--- src/rtl/mul_imm_sequencer.sv ---
// Expands rd = rs * imm into MOVR/MOVI/ADD/LSLI micro-ops for the ghost-instruction path.
// One micro-op per valid/ready handshake; all outputs come straight from registers.
module mul_imm_sequencer #(
    parameter logic [3:0] SCRATCH_REG = 4'd15,
    parameter int         IMM_W       = 16
) (
    input  logic                              clk,
    input  logic                              rst,
    input  logic                              start,
    input  logic [3:0]                        mul_rd,
    input  logic [3:0]                        mul_rs,
    input  logic [IMM_W-1:0]                  mul_imm,
    input  logic                              flush,
    output logic                              uop_valid,
    input  logic                              uop_ready,
    output logic [1:0]                        uop_kind,
    output logic [3:0]                        uop_rd,
    output logic [3:0]                        uop_rs1,
    output logic [3:0]                        uop_rs2,
    output logic [IMM_W-1:0]                  uop_imm,
    output logic [$clog2(2*IMM_W+1)-1:0]      uop_index,
    output logic                              busy,
    output logic                              done,
    output logic                              err
);

    localparam int IDX_W = $clog2(2*IMM_W+1);
    localparam int BIT_W = $clog2(IMM_W);

    typedef enum logic [2:0] {
        S_IDLE,
        S_COPY,
        S_CLEAR,
        S_ADD,
        S_SHIFT,
        S_DONE
    } state_t;

    typedef enum logic [1:0] {
        K_MOVR = 2'd0,
        K_MOVI = 2'd1,
        K_ADD  = 2'd2,
        K_LSLI = 2'd3
    } kind_t;

    state_t             state_reg, state_next;
    logic [3:0]         rd_reg, rd_next;
    logic [3:0]         rs_reg, rs_next;
    logic [IMM_W-1:0]   imm_reg, imm_next;
    logic [BIT_W-1:0]   bit_reg, bit_next;
    logic [IDX_W-1:0]   index_reg, index_next;

    logic               valid_reg, valid_next;
    kind_t              kind_reg, kind_next;
    logic [3:0]         urd_reg, urd_next;
    logic [3:0]         urs1_reg, urs1_next;
    logic [3:0]         urs2_reg, urs2_next;
    logic [IMM_W-1:0]   uimm_reg, uimm_next;
    logic               busy_reg, busy_next;
    logic               done_reg, done_next;
    logic               err_reg, err_next;

    logic               fire;
    logic [BIT_W:0]     bit_inc;
    logic [IMM_W-1:0]   imm_above;
    logic               bad_operand;

    assign fire        = valid_reg & uop_ready;
    // One extra bit so i+1 can reach IMM_W without wrapping back to bit 0.
    assign bit_inc     = {1'b0, bit_reg} + {{BIT_W{1'b0}}, 1'b1};
    assign imm_above   = imm_reg >> bit_inc;
    assign bad_operand = (mul_rd == SCRATCH_REG) || (mul_rs == SCRATCH_REG);

    // Next-state, operand latching and micro-op counter.
    always_comb begin
        state_next = state_reg;
        rd_next    = rd_reg;
        rs_next    = rs_reg;
        imm_next   = imm_reg;
        bit_next   = bit_reg;
        index_next = index_reg;
        err_next   = 1'b0;

        if (state_reg != S_IDLE && flush) begin
            // A micro-op presented alongside flush is treated as never issued.
            state_next = S_IDLE;
            index_next = '0;
        end else begin
            case (state_reg)
                S_IDLE: begin
                    if (start && !flush) begin
                        if (bad_operand) begin
                            err_next = 1'b1;
                        end else begin
                            rd_next    = mul_rd;
                            rs_next    = mul_rs;
                            imm_next   = mul_imm;
                            bit_next   = '0;
                            index_next = '0;
                            state_next = (mul_imm == '0) ? S_CLEAR : S_COPY;
                        end
                    end
                end
                S_COPY: begin
                    if (fire) begin
                        index_next = index_reg + 1'b1;
                        state_next = S_CLEAR;
                    end
                end
                S_CLEAR: begin
                    if (fire) begin
                        index_next = index_reg + 1'b1;
                        if (imm_reg == '0)
                            state_next = S_DONE;
                        else if (imm_reg[0])
                            state_next = S_ADD;
                        else
                            state_next = S_SHIFT;
                    end
                end
                S_ADD: begin
                    if (fire) begin
                        index_next = index_reg + 1'b1;
                        state_next = (imm_above == '0) ? S_DONE : S_SHIFT;
                    end
                end
                S_SHIFT: begin
                    // Only reached while a higher set bit remains, so bit_inc stays in range.
                    if (fire) begin
                        index_next = index_reg + 1'b1;
                        bit_next   = bit_inc[BIT_W-1:0];
                        state_next = imm_above[0] ? S_ADD : S_SHIFT;
                    end
                end
                S_DONE: begin
                    state_next = S_IDLE;
                    index_next = '0;
                end
                default: begin
                    state_next = S_IDLE;
                    index_next = '0;
                end
            endcase
        end
    end

    // Micro-op fields are decoded from the upcoming state so they register alongside it.
    always_comb begin
        valid_next = 1'b0;
        kind_next  = K_MOVR;
        urd_next   = '0;
        urs1_next  = '0;
        urs2_next  = '0;
        uimm_next  = '0;
        busy_next  = (state_next != S_IDLE);
        done_next  = (state_next == S_DONE);

        case (state_next)
            S_COPY: begin
                valid_next = 1'b1;
                kind_next  = K_MOVR;
                urd_next   = SCRATCH_REG;
                urs1_next  = rs_next;
            end
            S_CLEAR: begin
                valid_next = 1'b1;
                kind_next  = K_MOVI;
                urd_next   = rd_next;
            end
            S_ADD: begin
                valid_next = 1'b1;
                kind_next  = K_ADD;
                urd_next   = rd_next;
                urs1_next  = rd_next;
                urs2_next  = SCRATCH_REG;
            end
            S_SHIFT: begin
                valid_next = 1'b1;
                kind_next  = K_LSLI;
                urd_next   = SCRATCH_REG;
                urs1_next  = SCRATCH_REG;
                uimm_next  = {{(IMM_W-1){1'b0}}, 1'b1};
            end
            default: begin
                valid_next = 1'b0;
            end
        endcase
    end

    always_ff @(posedge clk or posedge rst) begin
        if (rst) begin
            state_reg <= S_IDLE;
            rd_reg    <= '0;
            rs_reg    <= '0;
            imm_reg   <= '0;
            bit_reg   <= '0;
            index_reg <= '0;
            valid_reg <= 1'b0;
            kind_reg  <= K_MOVR;
            urd_reg   <= '0;
            urs1_reg  <= '0;
            urs2_reg  <= '0;
            uimm_reg  <= '0;
            busy_reg  <= 1'b0;
            done_reg  <= 1'b0;
            err_reg   <= 1'b0;
        end else begin
            state_reg <= state_next;
            rd_reg    <= rd_next;
            rs_reg    <= rs_next;
            imm_reg   <= imm_next;
            bit_reg   <= bit_next;
            index_reg <= index_next;
            valid_reg <= valid_next;
            kind_reg  <= kind_next;
            urd_reg   <= urd_next;
            urs1_reg  <= urs1_next;
            urs2_reg  <= urs2_next;
            uimm_reg  <= uimm_next;
            busy_reg  <= busy_next;
            done_reg  <= done_next;
            err_reg   <= err_next;
        end
    end

    assign uop_valid = valid_reg;
    assign uop_kind  = kind_reg;
    assign uop_rd    = urd_reg;
    assign uop_rs1   = urs1_reg;
    assign uop_rs2   = urs2_reg;
    assign uop_imm   = uimm_reg;
    assign uop_index = index_reg;
    assign busy      = busy_reg;
    assign done      = done_reg;
    assign err       = err_reg;

endmodule

--- config.mk ---
export PLATFORM = sky130hd
export DESIGN_NAME = mul_imm_sequencer
export DESIGN_NICKNAME = d
export VERILOG_FILES = /design/src/rtl/mul_imm_sequencer.sv
export SDC_FILE = /design/constraint.sdc
export NUM_CORES = 1
export LEC_CHECK = 0
export ABC_AREA = 1
export CORE_UTILIZATION = 55
export DETAILED_ROUTE_END_ITERATION = 8
export GPL_TIMING_DRIVEN = 0
export PLACE_DENSITY_LB_ADDON = 0.12
export REMOVE_ABC_BUFFERS = 1
export SLEW_MARGIN = 20
export SYNTH_ARGS = -nofsm -noshare
export SYNTH_HDL_FRONTEND = slang
export SYNTH_SLANG_ARGS = --single-unit
--- constraint.sdc ---
create_clock -name clk -period 3 [get_ports clk]
set_input_delay 0.3 -clock clk [delete_from_list [all_inputs] [get_ports clk]]
set_output_delay 0.3 -clock clk [all_outputs]
set_load 0.1 [all_outputs]
[Word level (Yosys, flattened, before mapping)]
Cells that the tools add are included.
Storage, ports and cells
  register bits: 71
  latch bits: 0
  bits in writable memories: 0
  ROM bits: 0
  input bits: 29
  output and inout port bits: 40
  memories kept: 0
Operators by class
  add/sub/neg operators: 2
  multiply operators: 0
  divide/modulo/power cells: 0
  $lt $le $gt $ge: 0
  equality and inequality tests: 17
  shift-type cells: 1
  muxes and demuxes: 40
  bitwise gates (word level): 3
  reductions and logical operators: 18
Operators by type and width (number)
  zero test 16 bit: 3
  2-to-1 mux 4 bit: 12
  2-to-1 mux 3 bit: 10
  2-to-1 mux 6 bit: 4
  one-hot mux 4 bit (2 select lines): 2
  right shift 16 x 5 -> 16 bit: 1
  one-hot mux 3 bit (5 select lines): 1
  equality test 3 x 2 -> 1 bit, second input constant: 4
  one-hot mux 4 bit (3 select lines): 1
  one-hot mux 6 bit (2 select lines): 1
  equality test 3 bit, second input constant: 3
  equality test 4 bit, second input constant: 2
  OR reduction 4 bit: 2
  2-to-1 mux 1 bit: 7
  adder 6 x 1 -> 6 bit, second input constant: 1
  equality test 3 x 1 -> 1 bit, second input constant: 2
  inequality test 2 bit, second input constant: 3
  inequality test 3 bit, second input constant: 2
  one-hot mux 2 bit (3 select lines): 1
  nonzero test 3 bit: 2
  adder 4 x 1 -> 5 bit, second input constant: 1
  AND reduction 5 bit: 1
  AND reduction 4 bit: 1
  OR reduction 2 bit: 2
  10 further kinds: 12

[Depth between registers and ports, before layout]
Gate-level depths: netlist (run 1).
  depth after elaboration: 10
  depth in mapped cells: 20
  depth with buffers taken out: 17

[Least setup slack after synthesis (run 1)]
No wires, ideal clock.
  path type: register -> register
  start point: reg valid_reg, in the netlist uop_valid
  end point: reg urs1_reg[3], in the netlist uop_rs1[3]
  setup time: 0.117 ns
  arrival time: 2.261 ns
  setup slack: 0.622 ns
  stages on the path, launching flop included: 13
  path buffers: 1
  cells stage by stage: dfrtp_1 > nand2_1 > nor3_1 > nand3_1 > nand3_1 > a21oi_2 > a21oi_4 > inv_2 > nand3_2 > buf_6 > nand2_1 > inv_2 > nand2_1
Between the ends
  longest elaborated chain between the ends: 6
  elaborated cells on any way between the ends: 11
  classes of those cells: 3 x eq/ne; 7 x mux; 1 x bitwise
RTL lines
  start: declaration: line 53  | logic valid_reg, valid_next;
  start signal: assignment: line 214  | valid_reg <= valid_next;
  bitwise AND 1 bit (*): line 68  | assign fire = valid_reg & uop_ready;
  2-to-1 mux 3 bit, on equally long branches
  one-hot mux 3 bit (5 select lines) (*): line 89  | case (state_reg)
  2-to-1 mux 3 bit (*): line 84  | if (state_reg != S_IDLE && flush) begin
  equality test 3 bit, or another cell as far along: line 158  | case (state_next)
  one-hot mux 4 bit (3 select lines) (*): line 158
  via urs1_next[3]: line 56  | logic [3:0] urs1_reg, urs1_next;
  end signal: assignment: line 217  | urs1_reg <= urs1_next;
  end: declaration: line 56
Mark *: on every way through the listed nets, which the timed path passes. The rest lies on a longest branch.
A chain may end at the register's enable or synchronous reset.

[Final worst setup path (run 1)]
  start point: in mul_rs[1]
  end point: reg urs1_reg[2], in the netlist uop_rs1[2]
Between the ends
  longest elaborated chain between the ends: 8
  elaborated cells on any way between the ends: 18
  classes of those cells: 4 x eq/ne; 13 x mux; 1 x reduce/logical
RTL lines
  start: declaration: line 11  | input logic [3:0] mul_rs,
  equality test 4 bit (*): line 72  | assign bad_operand = (mul_rd == SCRATCH_REG) || (mul_rs == SCRATCH_REG);
  logical OR 1 bit (*): line 72
  2-to-1 mux 3 bit: line 92  | if (bad_operand) begin
  2-to-1 mux 3 bit: line 91  | if (start && !flush) begin
  one-hot mux 3 bit (5 select lines): line 89
  2-to-1 mux 3 bit: line 84
  equality test 3 bit, or another cell as far along: line 158
  one-hot mux 4 bit (3 select lines) (*): line 158
  via urs1_next[2]: line 56
Marked as above.

==> impl_metrics.xml, run 1 <==
<?xml version="1.0" encoding="UTF-8"?>
<metrics>
  <group name="status">
    <metric name="result_of_the_run" unit="">finished clean</metric>
  </group>
  <group name="cells_and_area">
    <metric name="area.growth.synth_to_final" unit="%">18.01</metric>
    <metric name="layout-drive-gt1-share" unit="%">7.083</metric>
    <metric name="fin_area" unit="sq mm">0.003706</metric>
    <metric name="antenna-diode-count" unit="">0</metric>
    <metric name="nNetsFinal" unit="">510</metric>
    <metric name="most-common-layout-cells" unit="">nand2_1, dfrtp_1, clkdlybuf4s50_1, inv_1, nand3_1</metric>
    <metric name="most_common_cell_after_layout_fill_and_taps_aside" unit="">nand2_1</metric>
    <metric name="largest_register_ffs" unit="">16</metric>
    <metric name="num-fill-cells" unit="">506</metric>
  </group>
  <group name="placed_design">
    <metric name="place.gp.congestion" unit="">0.8484</metric>
    <metric name="detailedPlace.worstSlack" unit="ns">-0.1306</metric>
    <metric name="placed_area" unit="sq mm">0.003611</metric>
    <metric name="dpl.hpwl" unit="um">4743</metric>
    <metric name="portBuffers" unit="">53</metric>
  </group>
  <group name="power">
    <metric name="power_per_cell_area" unit="mW/mm^2">994.7</metric>
    <metric name="power.share.sequential" unit="%">31.7</metric>
    <metric name="internal-power" unit="mW">1.698</metric>
    <metric name="power_frac_clock" unit="%">11.3</metric>
    <metric name="p_sw_share" unit="%">53.93</metric>
    <metric name="total_leakage_power" unit="nW">1.901</metric>
    <metric name="share_comb_of_total_power" unit="%">57.0</metric>
    <metric name="vdd.ir_drop.worst" unit="mV">0.6042</metric>
    <metric name="report.power.total" unit="mW">3.686</metric>
    <metric name="p_sw" unit="mW">1.988</metric>
  </group>
  <group name="die">
    <metric name="initial_utilization" unit="%">57.03</metric>
    <metric name="boundaryPins" unit="">69</metric>
    <metric name="chipHeight" unit="um">77.57</metric>
    <metric name="core_area" unit="sq mm">0.005507</metric>
    <metric name="rows" unit="">27</metric>
    <metric name="floorplan.die_area" unit="sq mm">0.006016</metric>
    <metric name="die_w" unit="um">77.57</metric>
  </group>
  <group name="drt">
    <metric name="dr_total_vias" unit="">2803</metric>
    <metric name="route.detailed.wl_per_inst" unit="um">11.76</metric>
    <metric name="dr.first_iter.drc_count" unit="">207</metric>
    <metric name="drc_errors" unit="">0</metric>
    <metric name="totalWireLength" unit="um">6489</metric>
    <metric name="drtAntennaViolNets" unit="">0</metric>
    <metric name="viasPerCell" unit="">5.078</metric>
    <metric name="drt_pass1_iterations" unit="">5</metric>
  </group>
  <group name="clock_tree">
    <metric name="numCtsBuffers" unit="">5</metric>
    <metric name="clkTransAtPathRegs" unit="ns">0.10</metric>
    <metric name="ctsHtreeMaxLevel" unit="">2</metric>
    <metric name="clkSinkCount" unit="">53</metric>
    <metric name="ctsRootBufferMaster" unit="">clkbuf_8</metric>
    <metric name="ctsResizeCount" unit="">0</metric>
    <metric name="cts_hold_buffers" unit="">0</metric>
    <metric name="tritoncts" unit="">built</metric>
    <metric name="clock_tree.buffer_depth" unit="">2</metric>
    <metric name="clkLatencyLatePin" unit="ns">0.31</metric>
    <metric name="post_cts_repair_setup_buffers" unit="">0</metric>
  </group>
  <group name="sta">
    <metric name="relative_slew_margins" unit="%">34.80</metric>
    <metric name="max_clock_freq" unit="MHz">385.6</metric>
    <metric name="timing_worst_slew_pin_value" unit="ns">0.9750</metric>
    <metric name="rsz0062_at_grt" unit="">false</metric>
    <metric name="final.setup.tns" unit="ns">0</metric>
    <metric name="finalHoldViolations" unit="">0</metric>
    <metric name="skew" unit="ns">0.005959</metric>
    <metric name="finalWorstSetupSlack" unit="ns">0.4070</metric>
    <metric name="timing.final.crit_period" unit="ns">2.593</metric>
    <metric name="timing.final.crit_share" unit="%">86.43</metric>
    <metric name="maxSlewViolCount" unit="">0</metric>
    <metric name="report.final.setup_viol" unit="">0</metric>
  </group>
  <group name="logic_synthesis">
    <metric name="yosysWarningCount" unit="">0</metric>
    <metric name="gate_count_post_synth" unit="">435</metric>
    <metric name="post_synth_instance_area" unit="sq mm">0.003141</metric>
    <metric name="avg_cell_area_syn" unit="sq um">7.220</metric>
    <metric name="synthTopCellsByArea" unit="">dfrtp_1, nand2_1, nand3_1, inv_1, o21ai_0</metric>
    <metric name="ys_seq_elements" unit="">53</metric>
    <metric name="ys_types" unit="">32</metric>
    <metric name="synth_top_area_share" unit="%">42.23</metric>
    <metric name="synth_top_area_cell" unit="">dfrtp_1</metric>
    <metric name="synth_sequential_area_ratio" unit="%">42.23</metric>
  </group>
  <group name="global_route">
    <metric name="first_global_vias" unit="">2609</metric>
    <metric name="global_route.overflow_total" unit="">0</metric>
    <metric name="antenna_found_initial" unit="">0</metric>
    <metric name="grt_use_met3" unit="%">4.118</metric>
    <metric name="grt_max_degree" unit="">44</metric>
    <metric name="globalRouteMet1Util" unit="%">32.54</metric>
    <metric name="groute.layer.met2.usage" unit="%">39.12</metric>
    <metric name="grtUsageTotal" unit="%">23.85</metric>
    <metric name="grt_most_used_layer" unit="">met2</metric>
    <metric name="global_route_wire_length_before_repair" unit="um">11470</metric>
  </group>
  <group name="worst_setup_path">
    <metric name="biggest_fanout_along_the_worst_timing_path" unit="">43</metric>
    <metric name="r2r_slack" unit="ns">0.41</metric>
    <metric name="reg2reg_from" unit="">bit_reg[1]</metric>
    <metric name="timing.critical_path.arrival" unit="ns">2.81</metric>
    <metric name="setup.worst_path.class" unit="">in2reg</metric>
    <metric name="cp.required" unit="ns">3.21</metric>
    <metric name="r2r.worst_path.cells" unit="">13</metric>
    <metric name="r2r-end" unit="">uop_rs1[2]</metric>
    <metric name="cp-end-kind" unit="">flip-flop</metric>
    <metric name="worst_setup_path_start_kind" unit="">primary input</metric>
  </group>
  <group name="run">
    <metric name="max_cap_violations" unit="">0</metric>
  </group>
  <group name="hold_path">
    <metric name="hp-class" unit="">in2async</metric>
  </group>
</metrics>
==> area by class of cell <==
class                      instances  area [sq um]  share of cell area (%)
timing repair buffer              54         550.5                   14.85
clock inverter                     3         21.27                  0.5739
inverter                          57         216.5                   5.841
clock buffer                       5         68.82                   1.857
sequential                        53          1326                   35.79
multi-input combinational        308          1433                   38.66
tap                               72         90.09                   2.431
==> through the flow <==
step,hold slack (ns),instances,util (%)
finish,0.2962,552,67.30
global route,0.3246,552,67.30
CTS,0.3059,552,67.21
detailed placement,0.4687,544,65.58
global placement,0.4623,543,65.21
floorplan,0.4300,418,-
==> layer usage <==
layer / vias up / wire, um
li1: 1432 / -
met2: 85 / 3032
met4: 0 / 63
met1: 1281 / 2989
met3: 5 / 403
met5: - / 0
==> worst max-delay path by stage <==
stage,from,to,slack [ns],cells after the start
after global routing,mul_rs[2],uop_rs1[1],0.12,13
after floorplan,uop_rs2[2],uop_rs2[0],0.03,0
after CTS,mul_rs[3],uop_rs1[2],0.19,13
after global placement,mul_rs[3],uop_rs1[3],-0.11,13
final,mul_rs[1],uop_rs1[2],0.41,13
after detailed placement,mul_rs[3],uop_rs1[2],-0.13,13
==> cells in the mapped netlist (all sizes together) <==
library cell    n
or2             1
clkbuf          4
nand3          46
o22ai           2
ha              2
o21a            1
nand2         143
nor2           37
inv            57
buf            27
o31ai           1
nor3b           3
a21oi           8
conb            1
o221ai          1
and2            1
a31o            1
nor3            8
o21ai          29
nand4           9
dfrtp          53
==> worst max-delay path: stages <==
cell and delay [ns]:
clkdlybuf4s50_1 0.42, nand4_1 0.12, nand2_1 0.09, nor2_1 0.31, nand2_4 0.32, inv_2 0.27, a21oi_2 0.10, a21oi_4 0.37
inv_2 0.09, nand3_2 0.21, nand2_1 0.09, inv_1 0.06, nand2_1 0.04
==> kinds of logic after synthesis <==
family                   Yosys count  synth area share, %
AO/OA/AOI/OAI                     43                7.929
AND/OR/NAND/NOR                  248                34.94
other                              1               0.1194
flip-flops                        53                42.23
adder cells (fa/ha/maj)            2               0.7967
buffers and inverters             88                13.98
==> power by group through the flow <==
stage	sequential [mW]	clock, mW	combinational [mW]
2_1_floorplan	1.76	0	1.04
3_3_place_gp	1.17	0	2.05
3_5_place_dp	1.18	0	2.09
4_1_cts	1.17	0.429	2.10
5_1_grt	1.21	0.450	2.31
6_report	1.17	0.416	2.10
Power figures use the tool's default switching activity.
==> inputs of run 2 (changes only) <==
--- a/config.mk
+++ b/config.mk
@@ -5,9 +5,10 @@
 export SDC_FILE = /design/constraint.sdc
 export NUM_CORES = 1
 export LEC_CHECK = 0
-export ABC_AREA = 1
-export CORE_UTILIZATION = 55
+export ABC_AREA = 0
+export CORE_UTILIZATION = 62
 export DETAILED_ROUTE_END_ITERATION = 8
+export DONT_BUFFER_PORTS = 1
 export GPL_TIMING_DRIVEN = 0
 export PLACE_DENSITY_LB_ADDON = 0.12
 export REMOVE_ABC_BUFFERS = 1
==> run 2 against run 1 <==
Compared with the run above: the run now ends with DRC left; clock skew increased by 0.0055 ns; synthesized cell count decreased by 35%; setup slack got worse by 0.19 ns; clock power decreased by 2%; highest routed layer unchanged; flip-flop and latch count unchanged; critical path depth decreased by 6; register-to-register slack got worse by 0.19 ns; global-route usage increased by 1.7 points; combinational power decreased by 53%; cell count decreased by 40%.
==> impl_metrics.xml, run 2 <==
<?xml version="1.0" encoding="UTF-8"?>
<metrics>
  <group name="status">
    <metric name="result_of_the_run" unit="">finished, violations left</metric>
    <metric name="violations_in_the_final_reports" unit="">DRC</metric>
  </group>
  <group name="cells_and_area">
    <metric name="num-fill-cells" unit="">359</metric>
    <metric name="most_common_cell_after_layout_fill_and_taps_aside" unit="">dfrtp_1</metric>
    <metric name="sequential_cell_area" unit="sq mm">0.001333</metric>
    <metric name="most-common-layout-cells" unit="">dfrtp_1, nand2_1, nor2_1, mux2i_1, conb_1</metric>
    <metric name="area.growth.synth_to_final" unit="%">1.863</metric>
    <metric name="postLayoutCoreUtil" unit="%">67.28</metric>
    <metric name="fin_area" unit="sq mm">0.003010</metric>
    <metric name="multiInputGateArea" unit="sq mm">0.001433</metric>
    <metric name="layout-drive-gt1-share" unit="%">16.43</metric>
    <metric name="antenna-diode-count" unit="">0</metric>
    <metric name="nNetsFinal" unit="">310</metric>
    <metric name="largest_register_ffs" unit="">16</metric>
    <metric name="final_cells" unit="">332</metric>
  </group>
  <group name="worst_setup_path">
    <metric name="cp.buffers_inverters" unit="">0</metric>
    <metric name="reg2reg_from" unit="">uop_valid</metric>
    <metric name="critPathSlowestCell" unit="">dfrtp_1</metric>
    <metric name="critical_path_start" unit="">uop_valid</metric>
    <metric name="critical_path.max_stage_delay" unit="ns">1.01</metric>
    <metric name="delay_heaviest_family_cp" unit="">flip-flops</metric>
    <metric name="cp_cell_sequence" unit="">nand2_1 &gt; nor3_1 &gt; a21oi_1 &gt; o22a_1 &gt; a21oi_1 &gt; nand2_1 &gt; o221ai_2</metric>
    <metric name="cp.required" unit="ns">3.22</metric>
    <metric name="cp-end-kind" unit="">flip-flop</metric>
    <metric name="timing.critical_path.arrival" unit="ns">3.01</metric>
    <metric name="setup.worst_path.class" unit="">reg2reg</metric>
    <metric name="r2r_slack" unit="ns">0.22</metric>
    <metric name="biggest_fanout_along_the_worst_timing_path" unit="">7</metric>
    <metric name="worst_setup_path_start_kind" unit="">flip-flop</metric>
  </group>
  <group name="clock_tree">
    <metric name="post_cts_repair_setup_buffers" unit="">0</metric>
    <metric name="clkSinkCount" unit="">53</metric>
    <metric name="numCtsBuffers" unit="">5</metric>
    <metric name="clock_tree.buffer_depth" unit="">2</metric>
    <metric name="clkTransAtPathRegs" unit="ns">0.10</metric>
    <metric name="clkLatencyLatePin" unit="ns">0.31</metric>
    <metric name="tritoncts" unit="">built</metric>
    <metric name="ctsHtreeMaxLevel" unit="">2</metric>
    <metric name="ctsRootBufferMaster" unit="">clkbuf_8</metric>
  </group>
  <group name="logic_synthesis">
    <metric name="synth_sequential_area_ratio" unit="%">44.88</metric>
    <metric name="post_synth_instance_area" unit="sq mm">0.002955</metric>
    <metric name="synth_top_area_cell" unit="">dfrtp_1</metric>
    <metric name="synth_top_area_share" unit="%">44.88</metric>
    <metric name="yosysWarningCount" unit="">0</metric>
    <metric name="synth_enable_flop_cells" unit="">0</metric>
    <metric name="ys_seq_elements" unit="">53</metric>
    <metric name="ys_flop_type" unit="">dfrtp_1</metric>
    <metric name="gate_count_post_synth" unit="">283</metric>
    <metric name="synthTopCellsByArea" unit="">dfrtp_1, mux2i_1, mux2_2, buf_4, mux2_1</metric>
    <metric name="avg_cell_area_syn" unit="sq um">10.44</metric>
    <metric name="yosys-top-cells-count" unit="">dfrtp_1, nand2_1, buf_4, nor2_1, mux2i_1</metric>
    <metric name="ys_types" unit="">59</metric>
    <metric name="synth_most_common_cell" unit="">dfrtp_1</metric>
    <metric name="asyncSetResetFlopFracSynth" unit="%">100.0</metric>
  </group>
  <group name="power">
    <metric name="power_per_cell_area" unit="mW/mm^2">1070</metric>
    <metric name="report.power.total" unit="mW">3.222</metric>
    <metric name="vdd.ir_drop.worst" unit="mV">0.7083</metric>
    <metric name="total_leakage_power" unit="nW">1.309</metric>
  </group>
  <group name="sta">
    <metric name="skew" unit="ns">0.01147</metric>
    <metric name="finalWorstSetupSlack" unit="ns">0.2176</metric>
    <metric name="report.final.setup_viol" unit="">0</metric>
    <metric name="final.setup.tns" unit="ns">0</metric>
    <metric name="maxSlewViolCount" unit="">0</metric>
    <metric name="timing.final.crit_period" unit="ns">2.782</metric>
    <metric name="final.hold.worst_slack" unit="ns">0.1079</metric>
    <metric name="finalHoldViolations" unit="">0</metric>
    <metric name="rsz0062_at_grt" unit="">false</metric>
    <metric name="relative_slew_margins" unit="%">26.49</metric>
    <metric name="timing_worst_slew_pin_value" unit="ns">1.108</metric>
    <metric name="timing.final.crit_share" unit="%">92.75</metric>
    <metric name="max_clock_freq" unit="MHz">359.4</metric>
  </group>
  <group name="hold_path">
    <metric name="min_from" unit="">mul_imm[7]</metric>
    <metric name="hp-class" unit="">in2reg</metric>
  </group>
  <group name="die">
    <metric name="die_w" unit="um">71.04</metric>
    <metric name="boundaryPins" unit="">69</metric>
    <metric name="floorplan.die_area" unit="sq mm">0.005047</metric>
    <metric name="rows" unit="">24</metric>
    <metric name="chipHeight" unit="um">71.04</metric>
    <metric name="core_area" unit="sq mm">0.004474</metric>
    <metric name="initial_utilization" unit="%">66.05</metric>
  </group>
  <group name="placed_design">
    <metric name="detailedPlace.worstSlack" unit="ns">-0.0008153</metric>
    <metric name="post-place-cells" unit="">323</metric>
    <metric name="dpl.hpwl" unit="um">4470</metric>
    <metric name="portBuffers" unit="">0</metric>
    <metric name="placed_area" unit="sq mm">0.002907</metric>
    <metric name="place.gp.congestion" unit="">0.8972</metric>
  </group>
  <group name="drt">
    <metric name="drt_pass1_iterations" unit="">7</metric>
    <metric name="route.detailed.wl_per_inst" unit="um">18.19</metric>
    <metric name="dr_total_vias" unit="">2071</metric>
    <metric name="drc_errors" unit="">4</metric>
    <metric name="totalWireLength" unit="um">6040</metric>
    <metric name="dr.first_iter.drc_count" unit="">206</metric>
    <metric name="viasPerCell" unit="">6.238</metric>
    <metric name="drtAntennaViolNets" unit="">0</metric>
  </group>
  <group name="global_route">
    <metric name="grt_max_degree" unit="">35</metric>
    <metric name="antenna_found_initial" unit="">0</metric>
    <metric name="global_route_wire_length_before_repair" unit="um">9811</metric>
    <metric name="first_global_vias" unit="">1940</metric>
    <metric name="grtUsageTotal" unit="%">25.56</metric>
    <metric name="global_route.overflow_total" unit="">0</metric>
  </group>
  <group name="run">
    <metric name="max_cap_violations" unit="">0</metric>
  </group>
</metrics>
## run 2: changes by cell type after synthesis, moves of 7 or more
cell	change
a21oi_1	+7
inv_1	-40
mux2_1	+8
mux2_2	+13
mux2i_1	+15
nand2_1	-117
nand3_1	-29
nor2_1	-19
nor4_1	+7
o21ai_0	-23
## run 2: what timing repair did
item,CTS,global route
hold endpoints to repair,19,0
endpoints found under the setup margin,2,15
hold buffers,1,0
resized for setup,1,2
pin swaps,0,0
## run 2: cell families after synthesis
| kind of cell | share of synthesized area (%) |
|---|---|
| AO/OA/AOI/OAI | 13.72 |
| other | 0.1269 |
| flip-flops | 44.88 |
| buffers and inverters | 8.467 |
| multiplexers | 13.08 |
| adder cells (fa/ha/maj) | 0.8466 |
| AND/OR/NAND/NOR | 17.40 |
| XOR/XNOR | 1.482 |
## run 2: layout make-up
cell class	count	area share (%)
multi-input combinational	201	47.59
timing repair buffer	2	0.9975
clock inverter	3	0.7066
inverter	16	1.995
tap	52	2.161
sequential	53	44.26
clock buffer	5	2.286
## run 2: per-layer routing
metal  wire (um)  part of all wire (%)  GRT usage [%]
met1        2861                    47          38.02
met4          29                  0.48          7.111
met2        2652                    44          36.65
met5           0                     0              0
met3         496                   8.2          7.407
## run 2: path summary, 6_finish.rpt
check | to | cells past startpoint
max | uop_rs1[1] | 7
min | imm_reg[7] | 2
max reg2reg | uop_rs1[1] | 7
min reg2reg | rd_reg[3] | 1
max in group asynchronous | uop_rs2[2] | 3
min in group asynchronous | imm_reg[2] | 2
## run 2: power breakdown
part | internal (mW) | total (mW) | switching [mW]
Combinational | 0.411 | 0.989 | 0.579
Sequential | 0.958 | 1.82 | 0.867
Clock | 0.166 | 0.408 | 0.242
